**src/rtl/axi4lite_regfile.sv**
```systemverilog
// AXI4-Lite slave register file with a configurable data width, address width and register count.
// Supports byte-lane writes, AW/W accepted in either order, SLVERR on illegal access, and read-only status registers.
module axi4lite_regfile #(
   parameter int                    DATA_WIDTH = 32,
   parameter int                    ADDR_WIDTH = 6,
   parameter int                    NUM_REGS   = 16,
   parameter logic [NUM_REGS-1:0]   RO_MASK    = '0,
   parameter logic [DATA_WIDTH-1:0] RESET_VAL  = '0
) (
   input  logic                           s_axi_aclk,
   input  logic                           s_axi_areset,
   input  logic [ADDR_WIDTH-1:0]          s_axi_awaddr,
   input  logic                           s_axi_awvalid,
   output logic                           s_axi_awready,
   input  logic [DATA_WIDTH-1:0]          s_axi_wdata,
   input  logic [DATA_WIDTH/8-1:0]        s_axi_wstrb,
   input  logic                           s_axi_wvalid,
   output logic                           s_axi_wready,
   output logic [1:0]                     s_axi_bresp,
   output logic                           s_axi_bvalid,
   input  logic                           s_axi_bready,
   input  logic [ADDR_WIDTH-1:0]          s_axi_araddr,
   input  logic                           s_axi_arvalid,
   output logic                           s_axi_arready,
   output logic [DATA_WIDTH-1:0]          s_axi_rdata,
   output logic [1:0]                     s_axi_rresp,
   output logic                           s_axi_rvalid,
   input  logic                           s_axi_rready,
   output logic [NUM_REGS*DATA_WIDTH-1:0] reg_out,
   input  logic [NUM_REGS*DATA_WIDTH-1:0] reg_in
);
   localparam int STRB_WIDTH = DATA_WIDTH / 8;
   localparam int ADDR_LSB   = $clog2(STRB_WIDTH);
   localparam int IDX_WIDTH  = ADDR_WIDTH - ADDR_LSB;
   localparam logic [1:0] RESP_OKAY   = 2'b00;
   localparam logic [1:0] RESP_SLVERR = 2'b10;

   typedef enum logic {W_IDLE, W_RESP} w_state_t;
   typedef enum logic {R_IDLE, R_DATA} r_state_t;

   w_state_t              w_state_reg;
   logic                  aw_held_reg;
   logic                  w_held_reg;
   logic [IDX_WIDTH-1:0]  aw_idx_reg;
   logic [DATA_WIDTH-1:0] wdata_reg;
   logic [STRB_WIDTH-1:0] wstrb_reg;
   logic                  awready_reg;
   logic                  wready_reg;
   logic                  bvalid_reg;
   logic [1:0]            bresp_reg;

   r_state_t              r_state_reg;
   logic                  arready_reg;
   logic                  rvalid_reg;
   logic [DATA_WIDTH-1:0] rdata_reg;
   logic [1:0]            rresp_reg;

   logic                  aw_hs;
   logic                  w_hs;
   logic                  ar_hs;
   logic                  commit;
   logic                  w_legal;
   logic [IDX_WIDTH-1:0]  ar_idx;
   logic [NUM_REGS-1:0]   w_hit;
   logic [NUM_REGS-1:0]   r_hit;
   logic [DATA_WIDTH-1:0] rd_val [NUM_REGS];
   logic [DATA_WIDTH-1:0] r_mux;
   logic                  unused_sink;

   assign aw_hs  = s_axi_awvalid && awready_reg;
   assign w_hs   = s_axi_wvalid && wready_reg;
   assign ar_hs  = s_axi_arvalid && arready_reg;
   assign ar_idx = s_axi_araddr[ADDR_WIDTH-1:ADDR_LSB];
   assign commit = (w_state_reg == W_IDLE) && aw_held_reg && w_held_reg;
   // A write is legal only if it hits an in-range register that is not read-only.
   assign w_legal = |(w_hit & ~RO_MASK);

   // Status inputs of writable registers and the sub-word address bits carry no meaning here.
   assign unused_sink = &{1'b0, reg_in, s_axi_awaddr[ADDR_LSB-1:0], s_axi_araddr[ADDR_LSB-1:0]};

   genvar gi;
   generate
      for (gi = 0; gi < NUM_REGS; gi = gi + 1) begin : g_reg
         assign w_hit[gi] = (aw_idx_reg == IDX_WIDTH'(gi));
         assign r_hit[gi] = (ar_idx == IDX_WIDTH'(gi));
         if (RO_MASK[gi]) begin : g_ro
            assign rd_val[gi] = reg_in[gi*DATA_WIDTH +: DATA_WIDTH];
            assign reg_out[gi*DATA_WIDTH +: DATA_WIDTH] = RESET_VAL;
         end else begin : g_rw
            logic [DATA_WIDTH-1:0] value_reg;
            always_ff @(posedge s_axi_aclk or posedge s_axi_areset) begin
               if (s_axi_areset) begin
                  value_reg <= RESET_VAL;
               end else if (commit && w_hit[gi]) begin
                  for (int b = 0; b < STRB_WIDTH; b++) begin
                     if (wstrb_reg[b]) begin
                        value_reg[8*b +: 8] <= wdata_reg[8*b +: 8];
                     end
                  end
               end
            end
            assign rd_val[gi] = value_reg;
            assign reg_out[gi*DATA_WIDTH +: DATA_WIDTH] = value_reg;
         end
      end
   endgenerate

   // One-hot select; an out-of-range index hits nothing and yields zero.
   always_comb begin
      r_mux = '0;
      for (int i = 0; i < NUM_REGS; i++) begin
         if (r_hit[i]) begin
            r_mux = r_mux | rd_val[i];
         end
      end
   end

   always_ff @(posedge s_axi_aclk or posedge s_axi_areset) begin
      if (s_axi_areset) begin
         w_state_reg <= W_IDLE;
         aw_held_reg <= 1'b0;
         w_held_reg  <= 1'b0;
         aw_idx_reg  <= '0;
         wdata_reg   <= '0;
         wstrb_reg   <= '0;
         awready_reg <= 1'b0;
         wready_reg  <= 1'b0;
         bvalid_reg  <= 1'b0;
         bresp_reg   <= RESP_OKAY;
      end else begin
         case (w_state_reg)
            W_IDLE: begin
               if (commit) begin
                  aw_held_reg <= 1'b0;
                  w_held_reg  <= 1'b0;
                  bvalid_reg  <= 1'b1;
                  bresp_reg   <= w_legal ? RESP_OKAY : RESP_SLVERR;
                  w_state_reg <= W_RESP;
               end else begin
                  if (aw_hs) begin
                     aw_held_reg <= 1'b1;
                     aw_idx_reg  <= s_axi_awaddr[ADDR_WIDTH-1:ADDR_LSB];
                     awready_reg <= 1'b0;
                  end else if (!aw_held_reg) begin
                     awready_reg <= 1'b1;
                  end
                  if (w_hs) begin
                     w_held_reg <= 1'b1;
                     wdata_reg  <= s_axi_wdata;
                     wstrb_reg  <= s_axi_wstrb;
                     wready_reg <= 1'b0;
                  end else if (!w_held_reg) begin
                     wready_reg <= 1'b1;
                  end
               end
            end
            W_RESP: begin
               if (s_axi_bready) begin
                  bvalid_reg  <= 1'b0;
                  awready_reg <= 1'b1;
                  wready_reg  <= 1'b1;
                  w_state_reg <= W_IDLE;
               end
            end
            default: w_state_reg <= W_IDLE;
         endcase
      end
   end

   always_ff @(posedge s_axi_aclk or posedge s_axi_areset) begin
      if (s_axi_areset) begin
         r_state_reg <= R_IDLE;
         arready_reg <= 1'b0;
         rvalid_reg  <= 1'b0;
         rdata_reg   <= '0;
         rresp_reg   <= RESP_OKAY;
      end else begin
         case (r_state_reg)
            R_IDLE: begin
               if (ar_hs) begin
                  arready_reg <= 1'b0;
                  rvalid_reg  <= 1'b1;
                  rdata_reg   <= r_mux;
                  rresp_reg   <= (|r_hit) ? RESP_OKAY : RESP_SLVERR;
                  r_state_reg <= R_DATA;
               end else begin
                  arready_reg <= 1'b1;
               end
            end
            R_DATA: begin
               if (s_axi_rready) begin
                  rvalid_reg  <= 1'b0;
                  arready_reg <= 1'b1;
                  r_state_reg <= R_IDLE;
               end
            end
            default: r_state_reg <= R_IDLE;
         endcase
      end
   end

   assign s_axi_awready = awready_reg;
   assign s_axi_wready  = wready_reg;
   assign s_axi_bvalid  = bvalid_reg;
   assign s_axi_bresp   = bresp_reg;
   assign s_axi_arready = arready_reg;
   assign s_axi_rvalid  = rvalid_reg;
   assign s_axi_rdata   = rdata_reg;
   assign s_axi_rresp   = rresp_reg;

endmodule
```
**config.mk**
```make
export PLATFORM = sky130hd
export DESIGN_NAME = axi4lite_regfile
export DESIGN_NICKNAME = d
export VERILOG_FILES = /design/src/rtl/axi4lite_regfile.sv
export SDC_FILE = /design/constraint.sdc
export NUM_CORES = 1
export LEC_CHECK = 0
export ABC_AREA = 1
export BUFFER_PORTS_ARGS = -buffer_cell sky130_fd_sc_hd__clkbuf_2
export CORE_AREA = 5 5 433 435
export DETAILED_ROUTE_END_ITERATION = 12
export DIE_AREA = 0 0 438 440
export PLACE_DENSITY = 0.35
export SLEW_MARGIN = 20
export SYNTH_ARGS = -nofsm -noshare
export SYNTH_HDL_FRONTEND = slang
export SYNTH_SLANG_ARGS = --single-unit
export TNS_END_PERCENT = 5
```
**constraint.sdc**
```tcl
create_clock -name s_axi_aclk -period 42.3 [get_ports s_axi_aclk]
set_input_delay 12.69 -clock s_axi_aclk [delete_from_list [all_inputs] [get_ports s_axi_aclk]]
set_output_delay 12.69 -clock s_axi_aclk [all_outputs]
set_load 0.02 [all_outputs]
```
==> impl_results.md, run 1 <==
* Status: complete, no violations
* CP max FO at 33
* Total leakage power at 16.9 nW
* Tot Pwr at 2.84 mW
* Layout cells sized above 1 at 22.6%
* Worst-Skew Late Latency at 0.71 ns
* Final net count at 4275
* Worst Clk Skew at 0.0364 ns
* Critical path class: in -> reg
* Pin count of the biggest net entering global routing at 79
* Final worst slack at 27.37 ns
* Die W at 438 um
* Drt via density at 3.99
* Mapped Cells at 3180
* Max clock buf depth at 3
* Post-synth EDFFs at 0
* # port buffers at 601
* Io pins at 1120
* Syn avg cell area at 8.26 um2
* Yosys top cell by area: dfrtp_1
* CTS root buf: clkbuf_16
* Global route total overflow at 0
* Final Max Tran Viols at 0
* Clock slew at reported path FFs at 0.06 ns
* Non-Filler Cell Area, Final at 34600 um2
* Max-slew headroom at 22.7%
* Hold Fails Final Rpt at 0
* Top cells by area, synth: dfrtp_1, nand2_1, o21ai_0
* DR WL/cell at 26.2 um
* Cell Area, Synth at 26300 um2
* Number of routed nets with antenna violations at 0
* Crit path DAT at 15.57 ns
* Initial DRC Count at 1782
* PwrDens at 81.9 nW/um2
* # Post-CTS Setup Buffers at 0
* Yosys top cell area share at 56.7%
* RSZ-0062 raised after global routing: no
* # setup viols final at 0
* Max reg flops at 512
* Dpl cell area at 31800 um2
* Cell Rows at 157
* Setup TNS at 0 ns
* Register area share after synthesis at 56.7%
* Synth Register Bits at 595
* Count of different cell masters after synthesis at 23
* Router iterations before antenna repair at 5
* Worst hold path type: reg -> reg
* Number of global-route vias before repair at 23900
* Max-cap violations at 0
* Ys flop type: dfrtp_1
* Fin crit period at 14.93 ns
* First-pass GRT wire length at 217000 um
* Antenna violations before repair at 12
* Vias at 24600
* Synth top cells by count: nand2_1, dfrtp_1, o21ai_0
* Wirelength, routed at 161000 um
* Floorplan core area at 183000 um2
* VDD IR max at 41.5 uV
* Post-CTS Resized at 0
* Total CTS buffers at 81
* CTS tree: built
* Drc violations at 0
* Synthesis-to-finish area growth at 31.9%
* Fraction of registers with async set/reset at 100%
* DP Worst Slack at 26.59 ns
* Maximum clock rate at 67.0 MHz
* Measured slew at the worst slew-check pin at 1.16 ns
* Period Utilization, post-route at 35.3%
* Die area at 193000 um2
* HPWL after DPL at 120000 um
* Most frequent cell after synthesis: nand2_1
* Gpl congestion at 0.825
* Req. time, crit path at 42.95 ns
* Area of the multi-input gates at 10200 um2
* Reg area at 14900 um2
* Starting Density at 14.4%
* Ys Warns at 0
* Setup crit end kind: register
* Gr usage total at 16.2%
* Hold_buf cts at 0
* TritonCTS Sinks at 595
* Worst setup SP type: input port
* Die H at 440 um
* # fillers at 20600
* H-Tree Level Count at 3
[cell families after synthesis]
family | after synthesis | synth area share, %
AOI/OAI and AO/OA | 579 | 11.0
buffers and inverters | 305 | 4.90
DFF | 595 | 56.7
other | 1 | 0.0143
and+or+nand+nor | 1700 | 27.4
[worst max-delay path, cell delays in order]
cell and delay [ns]:
clkbuf_2 0.15, nor2_4 0.54, buf_4 0.54, inv_1 0.15, nor2_4 0.89, nand2_1 0.10, nand2_1 0.21, nor2_1 0.06
nand2_1 0.07, nor2_1 0.06, nor2_1 0.08
[worst paths after layout]
path | startpoint | endpoint | slack (ns) | cells past startpoint
worst max-delay path | s_axi_araddr[2] | s_axi_rdata[3] | 27.37 | 11
worst min-delay path | r_state_reg | s_axi_rvalid | 0.44 | 1
worst max register to register | w_state_reg | g_reg[3].g_rw.value_reg[6] | 39.55 | 9
worst min register to register | r_state_reg | s_axi_rvalid | 0.44 | 1
max in group asynchronous | s_axi_areset | g_reg[14].g_rw.value_reg[16] | 27.51 | 5
min in group asynchronous | s_axi_areset | g_reg[4].g_rw.value_reg[3] | 12.05 | 2
[per-layer routing]
layer | routed length [um] | track usage, %
met3 | 14100 | 6.00
met2 | 74800 | 26.5
met4 | 4300 | 3.89
met5 | 27 | 0
met1 | 68100 | 20.3
[power breakdown]
group,internal [mW],switching (mW)
logic,0.262,0.813
clock network,0.441,0.300
registers,0.795,0.228
total,1.50,1.34
[metrics by stage]
step | util [%] | hold WS, ns | instances
floorplan | - | 0.417 | 3181
global placement | 17.4 | 0.432 | 6010
detailed placement | 17.4 | 0.434 | 6010
CTS | 19.0 | 0.443 | 6158
global route | 19.0 | 0.452 | 6160
finish | 19.0 | 0.441 | 6165
[placed cells by master (no fill, tap or decap), drive strengths merged, types with 7 or more instances in the layout]
cell    netlist  routed
nor2        326     326
bufinv        0       8
o21ai       522     522
a21oi        57      57
diode         0       7
dfrtp       595     595
nand2      1031    1031
nand3       339     339
clkbuf      106     721
inv         106     109
clkinv        0      15
buf          93      42
[final cells by class]
type                    instances  share of cell area, %
diodes                          7                 0.0506
clock buffers                 120                   6.85
clock inverters                28                   1.31
inverters                     106                   1.18
multi-input cells            2281                   29.4
flip-flops and latches        595                   43.0
well taps                    2385                   8.61
repair buffers                643                   9.60
(Power assumes the default switching activity.)
==> run 2, diff against run 1 <==
- ABC_AREA: 1 -> 0
- CORE_AREA: 5 5 433 435 -> 5 5 436 438
- DIE_AREA: 0 0 438 440 -> 0 0 441 443
- PLACE_DENSITY: 0.35 -> 0.36
- clock period: 42.3 -> 12.3 ns (I/O delays scaled with it)
==> run 2 against run 1 <==
  * Total power grew to 3.1 times the previous value
  * Sequential cell count is the same
  * Wire length shrank 10%
  * Sequential power grew to 3.4 times the previous value
  * Via count shrank 21%
  * Critical path depth shrank 4
  * Register-to-register slack lost 31 ns
  * Synthesized cell count shrank 40%
  * First-iteration DRC count shrank 40%
==> impl_results.md, run 2 <==
* Die H at 443 um
* Period Utilization, post-route at 49.6%
* Floorplan core area at 186000 um2
* Commonest cells after routing, fill and taps aside: clkbuf_2, dfrtp_1, mux2_2, mux2i_1, clkbuf_16
* Number of cells on the worst hold path at 1
* Flop pwr share at 39.1%
* Worst-Skew Late Latency at 0.71 ns
* Status: complete, no violations
* Drc violations at 0
* Max-slew headroom at 23.4%
* Critical path class: in -> reg
* Total CTS buffers at 79
* Number of global-route vias before repair at 20100
* Yosys top cell by area: dfrtp_1
* Combinational cell fraction of total power at 33.0%
* Io pins at 1120
* Hold Fails Final Rpt at 0
* Total leakage power at 16.9 nW
* VDD IR max at 118 uV
* Multiplexer area fraction after synthesis at 31.1%
* Worst Clk Skew at 0.0527 ns
* Clock slew at reported path FFs at 0.05 ns
* Yosys top cell area share at 55.9%
* Layout cells sized above 1 at 54.4%
* TritonCTS Sinks at 595
* Die W at 441 um
* Area share of and/or/nand/nor cells after synthesis at 5.11%
* Cell Area, Synth at 26600 um2
* Synth Register Bits at 595
* Fraction of registers with async set/reset at 100%
* Maximum clock rate at 164 MHz
* Layout Cells excl Fill at 5060
* Starting Density at 14.3%
* Sw Ratio at 42.7%
* CTS tree: built
* Top cells by area, synth: dfrtp_1, mux2_2, mux2i_1
* Initial DRC Count at 1063
* Setup crit end kind: register
* Antenna violations before repair at 19
* Count of different cell masters after synthesis at 43
* Max clock buf depth at 3
* Post-CTS Resized at 0
* Synth Area in Compound Gates at 5.68%
* H-Tree Level Count at 3
* Clock share of power at 28.0%
* Max reg flops at 512
* R2R cell count at 4
* Final net count at 3068
* Number of routed nets with antenna violations at 0
* Wirelength, routed at 145000 um
* Most common cell after layout, fill and taps aside: clkbuf_2
* First-pass GRT wire length at 193000 um
* Measured slew at the worst slew-check pin at 1.15 ns
* Internal power at 5.02 mW
* Setup TNS at 0 ns
* Synth top cells by count: dfrtp_1, mux2_2, mux2i_1
* Hold_buf cts at 0
* Req. time, crit path at 12.83 ns
* Sw power at 3.74 mW
* DR WL/cell at 28.7 um
* Router iterations before antenna repair at 6
* Largest family of logic cells by synthesized area: multiplexers
* Ys flop type: dfrtp_1
* Cell Rows at 159
* Gpl congestion at 0.765
* Fin crit period at 6.10 ns
* Max-cap violations at 0
* Most frequent cell after synthesis: dfrtp_1
* # setup viols final at 0
* CP max FO at 69
* Pin count of the biggest net entering global routing at 162
* Vias at 19400
* PwrDens at 248 nW/um2
* Syn avg cell area at 13.9 um2
* Worst hold path type: reg -> reg
* # Post-CTS Setup Buffers at 0
* Worst setup SP type: input port
* Ys Warns at 0
* Register area share after synthesis at 55.9%
* Mapped Cells at 1916
* Synthesis-to-finish area growth at 32.5%
* Drt via density at 3.84
* Post-Synth Adder-Cell Area at 0%
* CTS root buf: clkbuf_16
* Global route total overflow at 0
* R2r setup slk at 8.80 ns
* Final Max Tran Viols at 0
* Placed cells at 4915
* HPWL after DPL at 107000 um
* Xor and xnor area share after synthesis at 0%
* # fillers at 20600
* Die area at 195000 um2
* # port buffers at 601
* Gr usage total at 14.4%
* Crit path DAT at 6.62 ns
* Post-synth EDFFs at 0
* RSZ-0062 raised after global routing: no
## run 2: area by class of cell
cell class	count	area (um2)	share of cell area (%)
Sequential cell	595	14900	42.2
Multi-Input combinational cell	1190	11200	31.8
Timing Repair Buffer	631	3300	9.34
Tap cell	2495	3120	8.85
Clock buffer	115	2270	6.44
Clock inverter	26	429	1.22
Inverter	4	18.8	0.0532
Antenna cell	4	10.0	0.0284
## run 2: cells by family after synthesis
logic type	after synthesis
compound gates	226
buf+inv	132
flops	595
mux	752
other cells	1
simple gates	210
## run 2: final timing paths
check,startpoint,to
setup / recovery,s_axi_araddr[2],s_axi_rdata[30]
hold / removal,s_axi_bresp[1],s_axi_bresp[1]
setup reg to reg,aw_idx_reg[3],g_reg[1].g_rw.value_reg[12]
hold reg to reg,s_axi_bresp[1],s_axi_bresp[1]
max in group asynchronous,s_axi_areset,g_reg[8].g_rw.value_reg[10]
min in group asynchronous,s_axi_areset,g_reg[15].g_rw.value_reg[26]
## run 2: power by group through the flow
stage,Combinational [mW],Sequential (mW),Clock [mW]
after floorplan,1.13,3.68,0
after global placement,2.95,3.45,0
after detailed placement,2.96,3.46,0
after CTS,2.96,3.43,2.54
after global routing,3.08,3.53,2.60
final,2.89,3.42,2.45
## run 2: layer usage
metal / vias to the layer above / global-route usage (%) / share of wire [%]
li1: 8258 / - / -
met1: 10300 / 17.8 / 42
met2: 658 / 23.1 / 46
met3: 184 / 5.83 / 8.9
met4: 6 / 4.23 / 3.1
met5: - / 0 / 0.023
## run 2: worst max-delay path: stages
cell	delay, ns
buf_8	0.35
buf_4	0.73
buf_12	0.47
mux2i_1	0.30
o22ai_1	0.10
nor3_1	0.57
a31oi_1	0.18
## run 2: per-stage QoR
step	hold slack (ns)	setup slack, ns	power, mW	cell area [um2]	utilization (%)
6_report	0.480	6.20	8.76	35300	18.9
3_3_place_gp	0.470	5.41	6.40	32600	17.5
3_5_place_dp	0.469	5.44	6.42	32600	17.5
5_1_grt	0.509	6.19	9.21	35300	18.9
2_1_floorplan	0.441	0.497	4.81	26600	-
4_1_cts	0.484	6.20	8.93	35300	18.9
==> run 3, diff against run 2 <==
- clock period: 12.3 -> 5.2 ns (I/O delays scaled with it)
==> run 3 against run 2 <==
  * First-iteration DRC count down 8.7%
  * Total power up 130%
  * Largest power group unchanged
  * Final cell count up 0.42%
  * Register-to-register slack worse by 6.9 ns
  * Clock power up 120%
  * Core utilization about the same
  * Worst hold slack better by 0.0036 ns
  * Sequential cell count unchanged
  * Wire length up 1.1%
==> impl_results.md, run 3 (synthesized netlist as in run 2, its figures left out) <==
* CP Depth at 4
* Antenna violations before repair at 25
* R2r setup slk at 1.91 ns
* M3 GR Usage at 6.40%
* Hold Fails Final Rpt at 0
* Die H at 443 um
* Drc violations at 0
* Clock slew at reported path FFs at 0.06 ns
* DR WL/cell at 28.9 um
* Starting Density at 14.3%
* Status: complete, no violations
* Die area at 195000 um2
* Final Max Tran Viols at 0
* Crit path buf inv count at 0
* Gpl congestion at 0.754
* Total CTS buffers at 78
* # port buffers at 601
* GRT met1 Usage at 17.7%
* Vias at 19500
* CP startpoint: w_state_reg
* Gr busiest metal: met2
* Maximum clock rate at 304 MHz
* R2R cell count at 4
* Tot Pwr at 20.4 mW
* Req. time, crit path at 5.77 ns
* Max-slew headroom at 25.3%
* Met2 usage at 23.4%
* Synthesis-to-finish area growth at 32.7%
* Measured slew at the worst slew-check pin at 1.12 ns
* Crit path to: g_reg[15].g_rw.value_reg[5]
* Max-cap violations at 0
* Max clock buf depth at 3
* Final net count at 3093
* TritonCTS Sinks at 595
* Worst hold path type: reg -> reg
* CP max FO at 13
* Number of global-route vias before repair at 20300
* Initial DRC Count at 971
* # Post-CTS Setup Buffers at 0
* # setup viols final at 0
* Commonest cells after routing, fill and taps aside: clkbuf_2, dfrtp_1, mux2_2, mux2i_1, clkbuf_16
* H-Tree Level Count at 3
* Worst r2r src: w_state_reg
* Critical path class: reg -> reg
* Layout cells sized above 1 at 54.6%
* HPWL after DPL at 110000 um
* RSZ-0062 raised after global routing: no
* PwrDens at 578 nW/um2
* Critical Path, Cell by Cell: and3b_1 -> and3_1 -> nand4_1 -> mux2_2
* Worst Clk Skew at 0.0325 ns
* Final Util at 19.0%
* Setup crit end kind: register
* Router iterations before antenna repair at 5
* Cell Rows at 159
* Most common cell after layout, fill and taps aside: clkbuf_2
* First-pass GRT wire length at 195000 um
* Hold_buf cts at 0
* Number of routed nets with antenna violations at 0
* R2R Path End: g_reg[15].g_rw.value_reg[5]
* Delay-heaviest family, CP: simple AND/OR/NAND/NOR gates
* Worst-Skew Late Latency at 0.70 ns
* Drt via density at 3.84
* CTS root buf: clkbuf_16
* Die W at 441 um
* Global route total overflow at 0
* Final worst slack at 1.91 ns
* Fin crit period at 3.29 ns
* Crit path DAT at 3.86 ns
* Floorplan core area at 186000 um2
* Io pins at 1120
* Setup TNS at 0 ns
* CTS tree: built
* Final Hold Slack at 0.484 ns
* Critical Path Max Stage Delay at 0.95 ns
* Max reg flops at 512
* Post-CTS Resized at 0
* Worst setup SP type: register
* Crit path max-delay cell type: nand4_1
* Period Utilization, post-route at 63.3%
* Pin count of the biggest net entering global routing at 93
* VDD IR max at 345 uV
* DP Worst Slack at 1.23 ns
* Total leakage power at 17.0 nW
* Gr usage total at 14.6%
* Wirelength, routed at 147000 um
==> run 3: worst min path at each step <==
stage,startpoint,endpoint,slack (ns),cells after the start
detailed placement,s_axi_rvalid,s_axi_rvalid,0.47,2
global placement,s_axi_rdata[7],s_axi_rdata[7],0.47,2
floorplan,r_state_reg,s_axi_arready,0.44,1
CTS,s_axi_rvalid,s_axi_rvalid,0.49,2
global route,s_axi_rvalid,s_axi_rvalid,0.50,2
finish,s_axi_rdata[7],s_axi_rdata[7],0.48,2
==> run 3: tightest hold or removal path, stage by stage (launching register included) <==
cell	delay (ns)
dfrtp_1	0.34
nand2_1	0.04
o21ai_0	0.06
==> run 3: where the power goes <==
part | switching (mW) | leakage, nW | internal (mW)
combinational | 4.49 | 7.82 | 2.43
sequential | 2.02 | 7.98 | 6.07
clock | 2.28 | 1.22 | 3.13
total | 8.78 | 17.0 | 11.6
==> run 3: area by class of cell <==
type                            count  area (um2)
Fill cell                       20600      151000
Sequential cell                   595       14900
Multi-Input combinational cell   1190       11200
Timing Repair Buffer              657        3580
Tap cell                         2495        3120
Clock buffer                      117        2280
Clock inverter                     17         208
Inverter                            4        18.8
Antenna cell                        6        15.0
==> run 3: metal layers <==
layer	up-vias	part of all wire (%)
li1	8324	-
met2	667	46
met4	6	3.0
met1	10300	41
met5	-	0.027
met3	172	9.6
==> run 3: through the flow <==
step,cell area [um2],cells
2_1_floorplan,26600,1917
3_3_place_gp,32800,4941
3_5_place_dp,32800,4941
4_1_cts,35300,5075
5_1_grt,35300,5078
6_report,35300,5081
